--- src/rtl/alu_pkg.sv ---
// Shared opcode encodings, FSM state encoding and default widths for the ALU op sequencer.
package alu_pkg;

  localparam int unsigned DEF_WIDTH = 32;
  localparam int unsigned DEF_OPW   = 3;

  localparam logic [2:0] OP_AND = 3'b000;
  localparam logic [2:0] OP_OR  = 3'b001;
  localparam logic [2:0] OP_XOR = 3'b010;
  localparam logic [2:0] OP_NOR = 3'b011;
  localparam logic [2:0] OP_ADD = 3'b100;
  localparam logic [2:0] OP_SUB = 3'b101;
  localparam logic [2:0] OP_SLT = 3'b110;
  localparam logic [2:0] OP_MUL = 3'b111;

  typedef enum logic [1:0] {
    S_IDLE,
    S_EXEC,
    S_MUL,
    S_DONE
  } state_e;

endpackage

--- src/rtl/alu_mul_iter.sv ---
// Shift-add multiplier datapath state; the add itself is done by the external ALU.
module alu_mul_iter #(
  parameter int unsigned WIDTH = 32
) (
  input  logic             clk,
  input  logic             rst_n,
  input  logic             load_i,
  input  logic             step_i,
  input  logic [WIDTH-1:0] mcand_i,
  input  logic [WIDTH-1:0] mplier_i,
  input  logic [WIDTH-1:0] sum_i,
  output logic [WIDTH-1:0] acc_o,
  output logic [WIDTH-1:0] mcand_o,
  output logic [WIDTH-1:0] acc_next_o,
  output logic             last_iter_o
);

  localparam int unsigned CntW = (WIDTH > 1) ? $clog2(WIDTH) : 1;

  logic [WIDTH-1:0] acc_q, mcand_q, mplier_q;
  logic [CntW-1:0]  cnt_q;

  assign acc_o      = acc_q;
  assign mcand_o    = mcand_q;
  // sum_i is acc + mcand from the ALU adder; only taken when the current multiplier bit is set.
  assign acc_next_o = mplier_q[0] ? sum_i : acc_q;
  assign last_iter_o = ((mplier_q >> 1) == '0) || (cnt_q == CntW'(WIDTH - 1));

  always_ff @(posedge clk or negedge rst_n) begin
    if (!rst_n) begin
      acc_q    <= '0;
      mcand_q  <= '0;
      mplier_q <= '0;
      cnt_q    <= '0;
    end else if (load_i) begin
      acc_q    <= '0;
      mcand_q  <= mcand_i;
      mplier_q <= mplier_i;
      cnt_q    <= '0;
    end else if (step_i) begin
      acc_q    <= acc_next_o;
      mcand_q  <= mcand_q << 1;
      mplier_q <= mplier_q >> 1;
      cnt_q    <= cnt_q + 1'b1;
    end
  end

endmodule

--- src/rtl/alu_op_sequencer.sv ---
// Front-end controller for an external 32-bit ALU: request/response handshakes, operand
// muxing, and an iterative MUL that reuses the ALU adder.
module alu_op_sequencer
  import alu_pkg::*;
#(
  parameter int unsigned WIDTH = DEF_WIDTH,
  parameter int unsigned OPW   = DEF_OPW
) (
  input  logic             clk,
  input  logic             rst_n,
  input  logic             req_valid_i,
  output logic             req_ready_o,
  input  logic [OPW-1:0]   req_op_i,
  input  logic [WIDTH-1:0] req_a_i,
  input  logic [WIDTH-1:0] req_b_i,
  output logic [OPW-1:0]   alu_sel_o,
  output logic [WIDTH-1:0] alu_a_o,
  output logic [WIDTH-1:0] alu_b_o,
  input  logic [WIDTH-1:0] alu_result_i,
  output logic             rsp_valid_o,
  input  logic             rsp_ready_i,
  output logic [WIDTH-1:0] rsp_result_o,
  output logic             busy_o
);

  state_e           state_q, state_d;
  logic [OPW-1:0]   op_q, op_d;
  logic [WIDTH-1:0] a_q, a_d, b_q, b_d;
  logic [WIDTH-1:0] rsp_result_q, rsp_result_d;

  logic             mul_load, mul_step, mul_last;
  logic [WIDTH-1:0] mul_acc, mul_mcand, mul_acc_next;

  alu_mul_iter #(
    .WIDTH(WIDTH)
  ) u_mul_iter (
    .clk        (clk),
    .rst_n      (rst_n),
    .load_i     (mul_load),
    .step_i     (mul_step),
    .mcand_i    (req_a_i),
    .mplier_i   (req_b_i),
    .sum_i      (alu_result_i),
    .acc_o      (mul_acc),
    .mcand_o    (mul_mcand),
    .acc_next_o (mul_acc_next),
    .last_iter_o(mul_last)
  );

  always_ff @(posedge clk or negedge rst_n) begin
    if (!rst_n) begin
      state_q      <= S_IDLE;
      op_q         <= '0;
      a_q          <= '0;
      b_q          <= '0;
      rsp_result_q <= '0;
    end else begin
      state_q      <= state_d;
      op_q         <= op_d;
      a_q          <= a_d;
      b_q          <= b_d;
      rsp_result_q <= rsp_result_d;
    end
  end

  always_comb begin
    state_d      = state_q;
    op_d         = op_q;
    a_d          = a_q;
    b_d          = b_q;
    rsp_result_d = rsp_result_q;
    mul_load     = 1'b0;
    mul_step     = 1'b0;
    alu_sel_o    = '0;
    alu_a_o      = '0;
    alu_b_o      = '0;

    unique case (state_q)
      S_IDLE: begin
        if (req_valid_i) begin
          op_d = req_op_i;
          a_d  = req_a_i;
          b_d  = req_b_i;
          if (req_op_i == OPW'(OP_MUL)) begin
            mul_load = 1'b1;
            state_d  = S_MUL;
          end else begin
            state_d = S_EXEC;
          end
        end
      end
      S_EXEC: begin
        alu_sel_o    = op_q;
        alu_a_o      = a_q;
        alu_b_o      = b_q;
        rsp_result_d = alu_result_i;
        state_d      = S_DONE;
      end
      S_MUL: begin
        alu_sel_o = OPW'(OP_ADD);
        alu_a_o   = mul_acc;
        alu_b_o   = mul_mcand;
        mul_step  = 1'b1;
        if (mul_last) begin
          rsp_result_d = mul_acc_next;
          state_d      = S_DONE;
        end
      end
      S_DONE: begin
        if (rsp_ready_i) begin
          state_d = S_IDLE;
        end
      end
      default: state_d = S_IDLE;
    endcase
  end

  assign req_ready_o  = (state_q == S_IDLE);
  assign busy_o       = (state_q != S_IDLE);
  assign rsp_valid_o  = (state_q == S_DONE);
  assign rsp_result_o = rsp_result_q;

endmodule

--- config.mk ---
export PLATFORM = sky130hd
export DESIGN_NAME = alu_op_sequencer
export DESIGN_NICKNAME = d
export VERILOG_FILES = /design/src/rtl/alu_pkg.sv /design/src/rtl/alu_mul_iter.sv /design/src/rtl/alu_op_sequencer.sv
export SDC_FILE = /design/constraint.sdc
export NUM_CORES = 1
export LEC_CHECK = 0
export CORE_MARGIN = 2
export CORE_UTILIZATION = 55
export DETAILED_ROUTE_END_ITERATION = 7
export PLACE_DENSITY_LB_ADDON = 0.15
export REMOVE_ABC_BUFFERS = 1
export SLEW_MARGIN = 10
export SYNTH_ARGS = -nofsm -noshare
export SYNTH_HDL_FRONTEND = slang
export SYNTH_SLANG_ARGS = --single-unit
--- constraint.sdc ---
create_clock -name clk -period 4.3 [get_ports clk]
set_clock_uncertainty 0.2 [all_clocks]
set_input_delay 0.86 -clock clk [delete_from_list [all_inputs] [get_ports clk]]
set_output_delay 0.86 -clock clk [all_outputs]
set_load 0.01 [all_outputs]
# [Word level (Yosys, flattened, before mapping)]
# Cells that the tools add are included.
[totals] regBits=202 input_bits=103 output_inout_bits=102 word_cells=50
[classes] n_addsub=1 eq_ne=8 mux=23 reduce_logical=9
[op_table] op="32-bit 2-to-1 mux" count=8
[op_table] op="32-bit case mux with 2 select lines" count=3
[op_table] op="32-bit logical NOT" count=1
[op_table] op="5-bit 2-to-1 mux" count=2
[op_table] op="2-bit 2-to-1 mux" count=4
[op_table] op="2-bit case mux with 4 select lines" count=1
[op_table] op="3-bit case mux with 2 select lines" count=1
[op_table] op="2-bit nonzero test" count=3
[op_table] op="5-bit by 1-bit adder with 5-bit output, second input constant" count=1
[op_table] op="5-bit equality test, second input constant" count=1
[op_table] op="2-bit equality test, second input constant" count=2
[op_table] op="1-bit 2-to-1 mux" count=4
[op_table] op="2-bit inequality test, second input constant" count=2
[op_table] op="2-bit AND reduction" count=2
[op_table] op="3-bit equality test, second input constant" count=1
[op_table] op="3-bit AND reduction" count=1
[op_table] op="2-bit by 1-bit equality test with 1-bit output, second input constant" count=1
[op_table] op="2-bit logical NOT" count=1
[op_table] op="2-bit by 1-bit inequality test with 1-bit output, second input constant" count=1
[op_table] op="1-bit logical OR" count=1

# [Logic depth before layout (Yosys ltp)]
# Gate-level depths: netlist of run 1.
[logic_depth] ltp_word=5 mapped_depth=9 depth_no_buf=7

# [Modules after synthesis]
# From an unflattened synthesis of run 1, not the netlist that was laid out.
[hier_totals] hier_cells=904 area_unflattened_um2=10042.1
[modules_own_cells] module="alu_mul_iter" instances=1 cells_each=448 area_each_um2=5049.8 seq_area_each_um2=2527.4
[modules_own_cells] module="alu_op_sequencer" instances=1 cells_each=456 area_each_um2=4992.3 seq_area_each_um2=2527.4

# [Least setup slack after synthesis of run 1]
# No wires, ideal clock.
[synth_path] path_kind="register -> output" start="reg state_q[0]" end="out alu_b_o[21]" arrival_time_ps=1701 t_required_ps=3240 path_slack_ps=1539 path_stages_with_launch=8 n_path_buf=3 path_cell_list="dfrtp_1 inv_1 ha_1 buf_2 and2_1 clkbuf_1 clkbuf_1 a22o_1"
[synth_via] elab_chain_len=2 word_cells_on_any_way=3 cone_classes="eq/ne: 2; mux: 1"
[synth_lines] element="start: declaration" line="alu_op_sequencer.sv:26" text="state_e state_q, state_d;"
[synth_lines] element="start signal: assignment" line="alu_op_sequencer.sv:58" text="state_q <= state_d;"
[synth_lines] element="2-bit equality test or 2-bit by 1-bit equality test with 1-bit output (tied branches)" line="alu_op_sequencer.sv:78" text="unique case (state_q)"
[synth_lines] element="32-bit case mux with 2 select lines *" line="alu_op_sequencer.sv:78"
[synth_lines] element="end: declaration" line="alu_op_sequencer.sv:18" text="output logic [WIDTH-1:0] alu_b_o,"
# Mark *: on every way between the ends. The rest lies on a longest branch, timed or not.

# [Worst setup path in the final report of run 1]
[layout_path] start="reg state_q[0]" end="out alu_b_o[1]"
# Same word-level chain as after synthesis.

==> results.md, run 1 <==
- Status: finished, final reports clean
- Yosys reg bits: 202
- Inserted Clock Buffers: 22
- CORE AREA: 0.0171 mm^2
- GRT Total Usage: 25.9%
- WS Path Type: reg -> out
- Sequential power share: 36.2%
- Hpwl dp: 15700 um
- Synth Flop Type: dfrtp_1
- DRC errors left: 0
- ANT nets after route: 0
- WL per Instance: 19.4 um
- N_diodes: 0
- Reg clk slew, reported paths: 0.06 ns
- Setup Fix Bufs, Post-CTS: 0
- TritonCTS clock tree: yes
- CP max-delay cell: clkdlybuf4s50_1
- CP arrival: 2.76 ns
- Die area: 0.0184 mm^2
- Largest cells by area after synthesis: dfrtp_1 (53%), mux2_2 (11%), mux2i_1 (6.8%), a22o_1 (5.8%), mux2_4 (5.2%)
- Final min period: 3.82 ns
- Total Wirelength: 23700 um
- Worst Path Required: 3.24 ns
- Clock root cell: clkbuf_16
- Sequential area share after synthesis: 53.0%
- H-tree depth: 1
- Via count: 6880
- Cell Pwr Density: 801 mW/mm^2
- Grt total ovfl: 0
- Synth top area share: 53.0%
- Synthesized area per cell: 11.9 um^2
- Crit start category: register
- Placement Rows: 48
- R2R depth: 7
- Clk sinks: 202
- Worst Max-Slew Pin Slew: 0.918 ns
- Design area: 0.0124 mm^2
- Multi-input gate area: 0.00417 mm^2
- Most common cell in the netlist: dfrtp_1
- Initial Util: 55.8%
- Worst vdd ir: 0.709 mV
- Die Y: 136 um
- CTS max path bufs: 3
- Period utilisation layout: 88.9%
- Vias in the first global route: 7114
- Hold Crit Class: in -> async
- Top cells by count, synth: dfrtp_1 (202), nand2_1 (131), mux2_2 (97)
- IO Pins: 205
- Cells along the critical path: inv_1 -> ha_4 -> and2_2 -> buf_4 -> a22o_1 -> clkdlybuf4s50_1
- Placer Congestion: 0.792
- Register Area: 0.00505 mm^2
- Number of fillers in the final layout: 1243
- Port buffer count: 204
- YS warnings: 0
- CP max stage delay: 0.53 ns
- Net Sw Frac: 34.3%
- Layout cell share with drive strength beyond 1: 19.2%
- EDFF count, synth: 0
- Max-cap violations: 0
- RSZ-0062 raised after global routing: false
- First-pass GRT wire length: 37800 um
- Mapped Cells: 803
- Combinational power share: 45.8%
- Dpl cells: 1185
- Largest net degree at the start of global routing: 95
- Clk_lat worst skew: 0.49 ns
- Fin nets: 1094
- Hold buffers post-CTS: 0
- LEAKAGE: 5.15 nW
- Post-synthesis cell type count: 34
- Initial DRT Pass Iterations: 6
- Pint: 6.52 mW
- PostCTS Resize Cnt: 0
- Finished Layout Cells: 1224
- Vias/cell: 5.62
- Crit. End Element: output port
- Clock power share: 17.9%
- Slew headroom: 38.8%
- Setup-failing EPs final: 0
- Peak Freq: 261 MHz
- Largest area contributor in the netlist: dfrtp_1
- DR iter-0 viols: 386
- Sw Pwr: 3.41 mW
- P&R area growth vs syn: 29.9%
- Cell area after placement: 0.0117 mm^2
- Final Hold Viols: 0
- Die width: 136 um
- Crit path max fanout: 34
- Initial antenna violation count: 1
- Slew Limit Fails: 0
- FFs w/ async S/R, synth: 100%
- Synthesized cell area: 0.00954 mm^2
-- layer usage --
layer | track usage, % | vias to the layer above | wire [um]
met5 | 0 | - | 13
met1 | 37.1 | 3437 | 10900
met2 | 42.0 | 197 | 11100
met3 | 4.53 | 31 | 1380
met4 | 5.09 | 2 | 358
li1 | - | 3213 | -
-- critical path: cells and delay by family (launching register included) --
| family | cells | cell delay (ns) |
|---|---|---|
| adder cells (fa/ha/maj) | 1 | 0.35 |
| flip-flops | 1 | 0.40 |
| AND/OR/NAND/NOR | 1 | 0.21 |
| AO/OA/AOI/OAI | 1 | 0.21 |
| buffers and inverters | 3 | 1.07 |
-- logic make-up (layout without fill, tap and decap cells) --
kind of cell	Yosys count	after routing	share of synthesized area, %
xor+xnor	3	3	0.275
fa+ha+maj	7	7	0.918
simple gates	162	162	7.25
buf+inv	67	263	3.67
flops	202	202	53.0
compound gates	165	165	11.2
mux	197	197	23.7
-- flip-flops by register name (all words and copies together) (netlist names) --
name / flops
u_mul_iter.mcand_o: 32
a_q: 32
op_q: 3
rsp_result_o: 32
u_mul_iter.cnt_q: 5
u_mul_iter.mplier_q: 32
state_q: 2
u_mul_iter.acc_o: 32
b_q: 32
-- worst paths after layout --
kind                                             start                                end  slack, ns
max in group asynchronous                        rst_n  u_mul_iter.mcand_o[6]$_DFFE_PN0P_       2.82
worst max-delay path            state_q[0]$_DFFE_PN0P_                         alu_b_o[1]       0.48
worst max register to register  state_q[0]$_DFFE_PN0P_    u_mul_iter.acc_o[3]$_DFFE_PN0P_       1.00
worst min register to register     b_q[29]$_DFFE_PN0P_                b_q[29]$_DFFE_PN0P_       0.31
min in group clk                   b_q[29]$_DFFE_PN0P_                b_q[29]$_DFFE_PN0P_       0.31
worst min-delay path                             rst_n       rsp_result_o[23]$_DFFE_PN0P_       0.23
-- cell usage in the layout (no fill, tap or decap), drive strengths merged --
cell / netlist / routed
mux2i: 65 / 65
nor4: 7 / 7
inv: 5 / 5
a21o: 1 / 1
and2b: 1 / 1
nand4: 4 / 4
nand2b: 3 / 3
clkbuf: 32 / 32
clkdlybuf4s50: 0 / 203
mux2: 132 / 132
a22oi: 1 / 1
nor2: 7 / 7
clkinv: 0 / 8
o221ai: 1 / 1
a21oi: 32 / 32
nor3: 1 / 1
xnor2: 1 / 1
xor2: 2 / 2
nand3: 1 / 1
dfrtp: 202 / 202
o21ai: 67 / 67
ha: 7 / 7
and3: 3 / 3
and2: 4 / 4
buf: 30 / 15
a22o: 63 / 63
nand2: 131 / 131
-- metrics by stage --
stage | power (mW) | utilization, % | hold slack [ns] | setup TNS [ns] | setup slack [ns]
after global placement | 8.04 | 68.5 | 0.287 | 0 | 1.08
after detailed placement | 8.16 | 68.5 | 0.292 | 0 | 1.01
after floorplan | 6.25 | - | 0.271 | -471.78 | -3.67
final | 9.93 | 72.4 | 0.225 | 0 | 0.475
after CTS | 9.99 | 72.4 | 0.261 | 0 | 0.465
after global routing | 10.5 | 72.4 | 0.281 | 0 | 0.315
-- final cells by class --
type | count | area share, %
sequential | 202 | 40.8
multi-input combinational | 534 | 33.7
timing repair buffer | 219 | 17.7
clock buffer | 31 | 5.13
tap | 225 | 2.27
clock inverter | 8 | 0.323
inverter | 5 | 0.151
-- power groups by stage --
stage	registers [mW]	logic [mW]	clock network, mW
finish	3.60	4.55	1.78
global route	3.71	4.92	1.89
CTS	3.59	4.60	1.81
detailed placement	3.60	4.57	0
global placement	3.60	4.44	0
floorplan	3.43	2.82	0
(Power assumes the default switching activity.)
==> run 2, diff against run 1 <==
--- a/config.mk
+++ b/config.mk
@@ -5,7 +5,7 @@
 export SDC_FILE = /design/constraint.sdc
 export NUM_CORES = 1
 export LEC_CHECK = 0
-export CORE_MARGIN = 2
+export CORE_MARGIN = 4
 export CORE_UTILIZATION = 55
 export DETAILED_ROUTE_END_ITERATION = 7
 export PLACE_DENSITY_LB_ADDON = 0.15
==> run 2 against run 1 <==
Core utilization grew 0.88 points; sequential cell count is the same; highest routed layer is now met4; total power shrank 0.81%; worst setup slack lost 0.031 ns; combinational power grew 1%.
==> results.md, run 2 (same netlist as run 1, synthesis figures left out) <==
- Status: finished, final reports clean
- Die width: 140 um (+2.9%)
- P&R area growth vs syn: 29.2%
- Peak Freq: 259 MHz (-0.82%)
- WS Path Type: reg -> out
- Worst r2r src: state_q[0]$_DFFE_PN0P_
- Dpl cells: 1181 (-0.34%)
- TritonCTS clock tree: yes
- Worst Max-Slew Pin Slew: 0.953 ns (+0.0343 ns)
- First-pass GRT wire length: 40000 um (+5.8%)
- Slew Limit Fails: 0 (unchanged)
- Clock root cell: clkbuf_16
- Setup Fix Bufs, Post-CTS: 0 (unchanged)
- Crit path max fanout: 40 (+18%)
- Cell area after placement: 0.0117 mm^2 (about the same)
- Sequential power share: 36.5% (+0.3 points)
- Core Util, Final: 73.3% (+0.88 points)
- Clk_lat worst skew: 0.49 ns (about the same)
- DRC errors left: 0 (unchanged)
- Number of fillers in the final layout: 1271 (+2.3%)
- IO Pins: 205 (unchanged)
- Design area: 0.0123 mm^2 (-0.55%)
- Reg clk slew, reported paths: 0.06 ns (about the same)
- Vias in the first global route: 7431 (+4.5%)
- Largest net degree at the start of global routing: 120 (+26%)
- R2R Setup Slk: 0.97 ns (-0.03 ns)
- Cell Pwr Density: 799 mW/mm^2 (-0.26%)
- N_diodes: 0 (unchanged)
- Die area: 0.0195 mm^2 (+6.0%)
- Max-cap violations: 0 (unchanged)
- R2R depth: 8 (+1)
- LEAKAGE: 5.11 nW (-0.72%)
- CTS max path bufs: 3 (unchanged)
- Hpwl dp: 16400 um (+5.0%)
- Placer Congestion: 0.840 (+6.1%)
- Reg-to-Reg End: rsp_result_o[0]$_DFFE_PN0P_
- Clk sinks: 202 (unchanged)
- Total Wirelength: 24700 um (+4.0%)
- Fin nets: 1094 (unchanged)
- Final min period: 3.86 ns (+0.0314 ns)
- DR iter-0 viols: 484 (+25%)
- Worst vdd ir: 0.516 mV (-27%)
- H-tree depth: 1 (unchanged)
- Inserted Clock Buffers: 21 (-4.5%)
- CP arrival: 2.80 ns (+0.04 ns)
- Fin Hold WS: 0.289 ns (+0.0637 ns)
- Hold Crit Class: in -> async
- ANT nets after route: 0 (unchanged)
- Vias/cell: 5.82 (+3.5%)
- Combinational power share: 46.8% (+1.0 points)
- PostCTS Resize Cnt: 0 (unchanged)
- Grt total ovfl: 0 (unchanged)
- Clock power share: 16.8% (-1.1 points)
- CORE AREA: 0.0168 mm^2 (-1.7%)
- Hold buffers post-CTS: 0 (unchanged)
- Slew headroom: 36.5% (-2.3 points)
- CP Launch Point: state_q[0]$_DFFE_PN0P_
- RSZ-0062 raised after global routing: false
- Finished Layout Cells: 1214 (-0.82%)
- Final Hold Viols: 0 (unchanged)
- Placement Rows: 47 (-2.1%)
- Initial DRT Pass Iterations: 7 (+1)
- WL per Instance: 20.3 um (+4.9%)
- Commonest non-fill, non-tap cell in the layout: clkdlybuf4s50_1
- Sw Pwr: 3.42 mW (+0.41%)
- GRT Total Usage: 25.1% (-0.80 points)
- Period utilisation layout: 89.7% (+0.73 points)
- Initial Util: 56.7% (+0.99 points)
- Worst Path Required: 3.24 ns (about the same)
- Die Y: 140 um (+2.9%)
- Port buffer count: 204 (unchanged)
- Most frequent cells in the layout: clkdlybuf4s50_1 (203), dfrtp_1 (202), nand2_1 (130), mux2_2 (97), o21ai_0 (66)
- Crit. End Element: output port
- Via count: 7062 (+2.6%)
- Pint: 6.43 mW (-1.4%)
- Initial antenna violation count: 0 (-1)
- Net Sw Frac: 34.8% (+0.42 points)
- Setup-failing EPs final: 0 (unchanged)
- Layout cell share with drive strength beyond 1: 18.6% (-0.61 points)
- Crit start category: register
-- run 2: power groups by stage --
stage / registers, mW / logic [mW] / clock network (mW)
5_1_grt: 3.71 / 4.97 / 1.77
3_5_place_dp: 3.59 / 4.60 / 0
6_report: 3.59 / 4.61 / 1.65
3_3_place_gp: 3.59 / 4.47 / 0
4_1_cts: 3.59 / 4.63 / 1.68
2_1_floorplan: 3.43 / 2.82 / 0
-- run 2: layout make-up --
type | instances | area (um^2) | area share [%]
Sequential cell | 202 | 5050 | 41.0
Multi-Input combinational cell | 534 | 4170 | 33.8
Timing Repair Buffer | 220 | 2200 | 17.9
Clock buffer | 31 | 593 | 4.81
Tap cell | 220 | 275 | 2.23
Inverter | 5 | 18.8 | 0.152
Clock inverter | 2 | 13.8 | 0.112
-- run 2: worst max-delay path: stages (launching register included) --
cell and delay (ns):
dfrtp_1 0.38, inv_1 0.12, ha_1 0.39, and2_2 0.18, buf_4 0.43, a22o_1 0.25, clkdlybuf4s50_1 0.55
-- run 2: worst max-delay path by stage --
stage / end / cells after the start
2_1_floorplan: u_mul_iter.mcand_o[0]$_DFFE_PN0P_ / 3
5_1_grt: alu_a_o[16] / 6
6_report: alu_b_o[15] / 6
3_3_place_gp: alu_b_o[15] / 6
4_1_cts: alu_b_o[15] / 6
3_5_place_dp: alu_b_o[15] / 6
-- run 2: stage by stage --
step	power, mW	setup slack [ns]	TNS, ns
6_report	9.85	0.444	0
5_1_grt	10.4	0.301	0
4_1_cts	9.91	0.423	0
3_5_place_dp	8.19	0.949	0
3_3_place_gp	8.07	1.03	0
2_1_floorplan	6.25	-3.67	-471.78
-- run 2: layer usage --
layer | share of wire, % | track usage, %
met1 | 44 | 35.4
met2 | 47 | 39.9
met3 | 5.7 | 4.63
met4 | 2.8 | 7.75
met5 | 0 | 0
==> run 3, diff against run 2 <==
--- a/config.mk
+++ b/config.mk
@@ -8,7 +8,7 @@
 export CORE_MARGIN = 4
 export CORE_UTILIZATION = 55
 export DETAILED_ROUTE_END_ITERATION = 7
-export PLACE_DENSITY_LB_ADDON = 0.15
+export PLACE_DENSITY = 0.91
 export REMOVE_ABC_BUFFERS = 1
 export SLEW_MARGIN = 10
 export SYNTH_ARGS = -nofsm -noshare
==> run 3 against run 2 <==
Via count rose by 1.4%; sequential cell count unchanged; total power is 6.2% higher; design area grew 2.0%; first-iteration DRC count is 18% lower.
==> results.md, run 3 (same netlist as run 1, synthesis figures left out) <==
- Status: finished, final reports clean
- Crit start category: register
- GRT Total Usage: 26.1% (+1.0 points)
- Initial DRT Pass Iterations: 4 (-3)
- WS Path Type: reg -> out
- Layout cell share with drive strength beyond 1: 19.6% (+1.0 points)
- WL per Instance: 21.3 um (+4.7%)
- LEAKAGE: 5.22 nW (+2.2%)
- Die width: 140 um (unchanged)
- RSZ-0062 raised after global routing: false
- Final min period: 4.12 ns (+0.263 ns)
- Clock root cell: clkbuf_16
- Pwr Total: 10.5 mW (+6.2%)
- ANT nets after route: 0 (unchanged)
- Fin nets: 1092 (-0.18%)
- Clk sinks: 202 (unchanged)
- IO Pins: 205 (unchanged)
- Pre-CTS worst setup slack: 0.752 ns (-0.197 ns)
- Cells along the critical path: inv_1 -> ha_1 -> and2_2 -> buf_12 -> a22o_1 -> clkdlybuf4s50_1
- Crit path max fanout: 41 (+2.5%)
- CP Launch Point: state_q[1]$_DFFE_PN0P_
- First-pass GRT wire length: 41200 um (+3.0%)
- P&R area growth vs syn: 31.8%
- CP max stage delay: 0.58 ns (+0.03 ns)
- Grt total ovfl: 0 (unchanged)
- Setup tns final: 0 ns (unchanged)
- Number of fillers in the final layout: 1137 (-11%)
- Reg-to-Reg End: rsp_result_o[31]$_DFFE_PN0P_
- Period utilisation layout: 95.8% (+6.1 points)
- Slew Limit Fails: 0 (unchanged)
- Placer Congestion: 0.799 (-4.9%)
- Placement Rows: 47 (unchanged)
- TritonCTS clock tree: yes
- Final WS setup: 0.181 ns (-0.263 ns)
- Die area: 0.0195 mm^2 (unchanged)
- Setup-failing EPs final: 0 (unchanged)
- CP arrival: 3.06 ns (+0.26 ns)
- Vias/cell: 5.87 (+0.87%)
- Most frequent cells in the layout: clkdlybuf4s50_1 (203), dfrtp_1 (202), nand2_1 (130), mux2_2 (97), o21ai_0 (66)
- Port buffer count: 204 (unchanged)
- CORE AREA: 0.0168 mm^2 (unchanged)
- Crit. End Element: output port
- Slew headroom: 45.9% (+9.5 points)
- Die Y: 140 um (unchanged)
- Hold buffers post-CTS: 0 (unchanged)
- Peak Freq: 243 MHz (-6.4%)
- Cell Pwr Density: 832 mW/mm^2 (+4.1%)
- PostCTS Resize Cnt: 0 (unchanged)
- R2R depth: 8 (unchanged)
- Via count: 7159 (+1.4%)
- DRC errors left: 0 (unchanged)
- DR iter-0 viols: 399 (-18%)
- Critical path buffer and inverter count: 3 (unchanged)
- Final Hold Viols: 0 (unchanged)
- Hold Crit Class: in -> async
- H-tree depth: 1 (unchanged)
- CP max-delay cell: and2_2
- R2R Setup Slk: 1.08 ns (+0.11 ns)
- CTS max path bufs: 3 (unchanged)
- Max-cap violations: 0 (unchanged)
- Cell depth of the worst setup path: 6 (unchanged)
- Worst r2r src: state_q[0]$_DFFE_PN0P_
- Vias in the first global route: 7473 (+0.57%)
- Largest net degree at the start of global routing: 106 (-12%)
- Total Wirelength: 26000 um (+5.2%)
- Setup Fix Bufs, Post-CTS: 0 (unchanged)
- Worst Path Required: 3.24 ns (about the same)
- Hpwl dp: 17600 um (+7.1%)
- Commonest non-fill, non-tap cell in the layout: clkdlybuf4s50_1
- Inserted Clock Buffers: 22 (+4.8%)
- Dpl cells: 1178 (-0.25%)
- Finished Layout Cells: 1220 (+0.49%)
- Initial antenna violation count: 2 (+2)
- Initial Util: 56.7% (unchanged)
- Worst Max-Slew Pin Slew: 0.811 ns (-0.142 ns)
- Clk_lat worst skew: 0.50 ns (about the same)
- CP top delay family: buffers and inverters
- Worst vdd ir: 0.717 mV (+39%)
- Reg clk slew, reported paths: 0.06 ns (about the same)
## run 3: cell types whose count changed in the layout (fill, tap and decap cells not counted)
cell / change
clkinvlp_4: +1
bufinv_16: +6
buf_12: +1
inv_6: -1
clkinv_2: +4
clkbuf_1: -7
clkbuf_16: +2
diode_2: +2
clkbuf_8: +2
buf_4: -4
## run 3: worst max path at each step
stage | end
floorplan | u_mul_iter.mcand_o[0]$_DFFE_PN0P_
CTS | alu_a_o[18]
global placement | alu_b_o[16]
detailed placement | alu_a_o[23]
global route | alu_a_o[18]
finish | alu_a_o[18]
## run 3: metrics by stage
stage	hold slack, ns	util [%]	cell area (um^2)
CTS	0.119	74.8	12600
global placement	0.287	69.7	11700
global route	0.130	74.8	12600
floorplan	0.271	-	9210
finish	0.110	74.8	12600
detailed placement	0.290	69.7	11700
## run 3: worst register-to-register path, delay by kind of cell, from the launching register on
kind                       cells  cell delay [ns]
adders and majority gates      1             0.19
AOI/OAI and AO/OA              1             0.12
DFF                            1             0.37
buffers and inverters          3             0.94
muxes                          1             0.39
and+or+nand+nor                2             0.90
## run 3: cell type report
class                      instances  area (um^2)  share of cell area, %
antenna                            2         5.00                 0.0398
clock buffer                      28          644                   5.12
clock inverter                    12          213                   1.69
inverter                           5         18.8                  0.149
multi-input combinational        534         4170                   33.2
sequential                       202         5050                   40.2
tap                              220          275                   2.19
timing repair buffer             217         2190                   17.4
## run 3: per-layer routing
layer	global-route usage [%]	vias to the layer above	share of wire, %
li1	-	3223	-
met1	33.9	3640	41
met2	44.5	236	51
met3	4.12	60	4.9
met4	9.64	0	3.5
met5	0	-	0
## run 3: where the power goes
group / internal [mW] / switching [mW] / total (mW)
clock: 1.42 / 0.766 / 2.18
combinational: 2.62 / 2.04 / 4.66
sequential: 2.87 / 0.741 / 3.61
